==> config.mk <==
export PLATFORM = sky130hd
export DESIGN_NAME = serial_subtractor
export DESIGN_NICKNAME = d
export VERILOG_FILES = /design/src/rtl/serial_sub_pkg.sv /design/src/rtl/full_subtractor.sv /design/src/rtl/serial_subtractor.sv
export SDC_FILE = /design/constraint.sdc
export NUM_CORES = 1
export LEC_CHECK = 0
export ABC_AREA = 1
export BUFFER_PORTS_ARGS = -buffer_cell sky130_fd_sc_hd__buf_2
export CAP_MARGIN = 20
export CORE_UTILIZATION = 30
export CTS_CLUSTER_SIZE = 14
export DETAILED_ROUTE_END_ITERATION = 7
export SLEW_MARGIN = 30
export SYNTH_ARGS = -nofsm -noshare
export SYNTH_HDL_FRONTEND = slang
export SYNTH_HIERARCHICAL = 1
export SYNTH_SLANG_ARGS = --single-unit
==> constraint.sdc <==
create_clock -name clk -period 3.7 [get_ports clk]
set_input_delay 1.11 -clock clk [delete_from_list [all_inputs] [get_ports clk]]
set_output_delay 1.11 -clock clk [all_outputs]
set_load 0.02 [all_outputs]
==> src/rtl/serial_sub_pkg.sv <==
// serial_sub_pkg: shared constants and state encoding for the bit-serial subtractor
package serial_sub_pkg;
   localparam int DEF_WIDTH = 8;
   localparam logic [1:0] S_IDLE = 2'd0;
   localparam logic [1:0] S_RUN  = 2'd1;
   localparam logic [1:0] S_DONE = 2'd2;
   typedef enum logic [1:0] {ST_IDLE = S_IDLE, ST_RUN = S_RUN, ST_DONE = S_DONE} state_t;
endpackage

==> src/rtl/full_subtractor.sv <==
// full_subtractor: one-bit x - y - bin cell
module full_subtractor (
   input  logic x,
   input  logic y,
   input  logic bin,
   output logic d,
   output logic bout
);
   assign d    = x ^ y ^ bin;
   assign bout = (~x & y) | (~(x ^ y) & bin);
endmodule

==> src/rtl/serial_subtractor.sv <==
// serial_subtractor: LSB-first bit-serial a - b through one full_subtractor and a borrow flop
module serial_subtractor
   import serial_sub_pkg::*;
#(
   parameter int WIDTH = DEF_WIDTH
) (
   input  logic             clk,
   input  logic             rst_n,
   input  logic             start,
   input  logic [WIDTH-1:0] a,
   input  logic [WIDTH-1:0] b,
   output logic             busy,
   output logic             done,
   output logic [WIDTH-1:0] diff,
   output logic             borrow_out
);
   localparam int CW = $clog2(WIDTH);
   state_t state, state_n;
   logic [WIDTH-1:0] a_sh, b_sh, d_nx;
   logic [WIDTH-2:0] d_sh;
   logic [CW-1:0] cnt;
   logic br, d, bo, last;
   full_subtractor u_cell (.x(a_sh[0]), .y(b_sh[0]), .bin(br), .d(d), .bout(bo));
   assign last = cnt == CW'(WIDTH - 1);
   // d_sh keeps only the WIDTH-1 bits already produced; the final bit joins on the last edge
   assign d_nx = {d, d_sh};
   assign busy = state != ST_IDLE;
   assign done = state == ST_DONE;
   always_comb begin
      state_n = ST_IDLE;
      case (state)
         ST_IDLE: state_n = start ? ST_RUN : ST_IDLE;
         ST_RUN:  state_n = last ? ST_DONE : ST_RUN;
         default: state_n = ST_IDLE;
      endcase
   end
   always_ff @(posedge clk or negedge rst_n) begin
      if (!rst_n) begin
         state      <= ST_IDLE;
         a_sh       <= '0;
         b_sh       <= '0;
         d_sh       <= '0;
         cnt        <= '0;
         br         <= 1'b0;
         diff       <= '0;
         borrow_out <= 1'b0;
      end else begin
         state <= state_n;
         if (state == ST_IDLE && start) begin
            a_sh <= a;
            b_sh <= b;
            br   <= 1'b0;
            cnt  <= '0;
         end else if (state == ST_RUN) begin
            a_sh <= a_sh >> 1;
            b_sh <= b_sh >> 1;
            d_sh <= d_nx[WIDTH-1:1];
            br   <= bo;
            cnt  <= cnt + CW'(1);
            if (last) begin
               diff       <= d_nx;
               borrow_out <= bo;
            end
         end
      end
   end
endmodule

==> out/metrics.csv <==
stage,metric,value,unit
global_route,GR Util All Layers,12.0,%
clock_tree,CTS tree,done,
floorplan,top-level port count,30,
clock_tree,clock latency on the worst-skew pair,280,ps
run,max-cap viol count,0,
global_route,total gr overflow,0,
clock_tree,clk slew on worst S/H paths,70,ps
global_route,largest net degree at the start of global routing,39,
logic_synthesis,Yosys warning count,6,
pwr,P_leak,0.00116,µW
cells_and_area,ratio of cells with drive above 1 in the final layout,19.1,%
route,first drt pass iteration count,4,
floorplan,Die Wd,80.2,µm
clock_tree,H-tree depth,2,
route,Vias/cell,4.34,
logic_synthesis,simple-gate share of the synthesized area,32.7,%
pwr,peak supply drop,0.243,mV
timing,Final TNS setup,0,ps
logic_synthesis,mux share of post-synthesis cell area,0,%
logic_synthesis,main combinational cell family by area after synthesis,simple AND/OR/NAND/NOR gates,
route,DRT iter0 DRCs,99,
logic_synthesis,post-synthesis sequential area ratio,51.8,%
worst_setup_path,critical path required time,2590,ps
cells_and_area,number of antenna diodes,0,
placement,Inst Count DP,314,
timing,Slew @ Worst Pin,800,ps
pwr,power per cell area,799,nW/µm²
worst_setup_path,Setup CP Type,reg -> out,
cells_and_area,NumNets Final,268,
cells_and_area,final cell count without fillers,321,
cells_and_area,synthesis-to-layout area growth,12.3,%
floorplan,full die area,6440,µm²
min_path,Hold Crit Class,reg -> reg,
worst_setup_path,worst path arrival time,1510,ps
floorplan,core area,5920,µm²
route,Routed wire per std cell,10.8,µm
timing,Final Hold Fails,0,
floorplan,Starting Density,31.0,%
logic_synthesis,XOR/XNOR share of the synthesized area,0,%
worst_setup_path,CP max FO,18,
logic_synthesis,#FFs+latches synth,38,
route,vias post-DR,1394,
worst_setup_path,CP endpoint kind,primary output,
placement,Final HPWL DP,2.32,mm
run_status,outcome,"finished, final reports clean",
floorplan,# rows,28,
timing,RSZ-0062 raised after global routing,false,
timing,final slew viol count,0,
logic_synthesis,"Distinct cells, synth",18,
clock_tree,TritonCTS buffer count,5,
clock_tree,CTS Buffer Depth,2,
clock_tree,Setup Buffers After CTS,0,
timing,fmax,382,MHz
cells_and_area,Filler Cell Count,614,
global_route,antenna violations before repair,0,
route,met2 wire len,1.57,mm
route,top routing layer used,met4,
logic_synthesis,Netlist Area Pre-Place,1840,µm²
clock_tree,hold_buf cts,0,
placement,routability congestion estimate from global placement,0.720,
timing,Final period util,70.8,%
logic_synthesis,post-synthesis adder-cell area fraction,2.45,%
logic_synthesis,Avg Inst Size Synth,8.31,µm²
clock_tree,Root Driver,clkbuf_8,
placement,I/O Buffers,29,
clock_tree,Clock Sinks,38,
logic_synthesis,"Net Count, Synth",243,
timing,post-layout minimum cycle time,2620,ps
worst_setup_path,Setup crit start kind,flop,
route,Final Routed Wirelength,3.48,mm
logic_synthesis,Synth Area in Compound Gates,3.27,%
timing,Final setup viols,0,
floorplan,die height,80.2,µm
timing,final setup skew,2.52,ps
global_route,first-pass GRT wire length,5.94,mm
route,DRC violations left,0,
clock_tree,cts repair resizes,0,
timing,Rel. slew slack,46.7,%
global_route,vias in the first global route,1331,
logic_synthesis,Mapped Cells,221,
route,post-route ant nets,0,
route,wire length on met1,1.70,mm
route,met3 routed WL,169,µm
worst max-delay path: stages, from the launching register on:
cell,delay [ps]
dfrtp_1,640
nor2_8,360
inv_1,70
buf_2,160
worst paths after layout:
kind	cells past startpoint	endpoint	start	slack (ps)
worst max-delay path	3	busy	state[0]	1080
min in group asynchronous	1	diff[2]	rst_n	780
worst min-delay path	2	borrow_out	borrow_out	470
max in group asynchronous	1	diff[7]	rst_n	2590
worst max register to register	5	diff[6]	state[0]	1940
worst min register to register	2	borrow_out	borrow_out	470
cells by family after synthesis:
logic type	after synthesis
flops	38
fa+ha+maj	3
simple gates	138
buf+inv	33
compound gates	9
synthesized netlist by cell type (all sizes together):
library cell,instances,area [µm²]
nand3,30,150
o21ai,9,60.1
nand2,105,407
ha,2,25.0
nor2,3,43.8
buf,11,93.8
fa,1,20.0
inv,22,85.1
dfrtp,38,951
through the flow:
stage               area (µm²)  hold slack [ps]  utilization, %  total power, µW  setup WS (ps)
floorplan                 1840              442               -             1280           1620
global placement          1980              453            33.5             1380           1390
detailed placement        1980              455            33.5             1400           1400
CTS                       2060              473            34.8             1670           1070
global route              2060              496            34.8             1800            974
finish                    2060              467            34.8             1650           1080
routing by layer:
layer | track usage [%] | up-vias
met3 | 3.30 | 5
met5 | 0 | -
met4 | 3.75 | 0
li1 | - | 727
met1 | 15.7 | 638
met2 | 19.1 | 24
sequential cells by signal, indices dropped and copies added, names as in the netlist:
name / count
a_sh: 8
borrow_out: 1
state: 2
b_sh: 8
diff: 8
br: 1
cnt: 3
d_sh: 7
layout by cell type, fill, tap and decap left out:
cell	n
fa_1	1
dfrtp_1	38
inv_1	20
nand2_4	1
nand2_2	2
o21ai_1	1
o21ai_2	4
inv_2	1
ha_1	2
inv_4	1
buf_4	1
clkbuf_8	5
o21ai_0	4
nor2_1	1
buf_2	28
nor2_8	2
nand3_1	30
nand2_1	102
clkinv_2	2
report_power, final:
part | leakage, µW | internal [µW] | switching, µW
registers | 0.000481 | 604 | 132
logic | 0.000639 | 232 | 414
clock network | 0.0000438 | 126 | 140
total | 0.00116 | 962 | 686
cell type report:
class	count	area, µm²	area share [%]
Sequential cell	38	951	46.1
Timing Repair Buffer	29	148	7.16
Multi-Input combinational cell	150	706	34.2
Inverter	22	85.1	4.13
Clock buffer	5	68.8	3.34
Clock inverter	2	10.0	0.485
Tap cell	75	93.8	4.55
No activity file was read; power rests on OpenSTA's default activity.
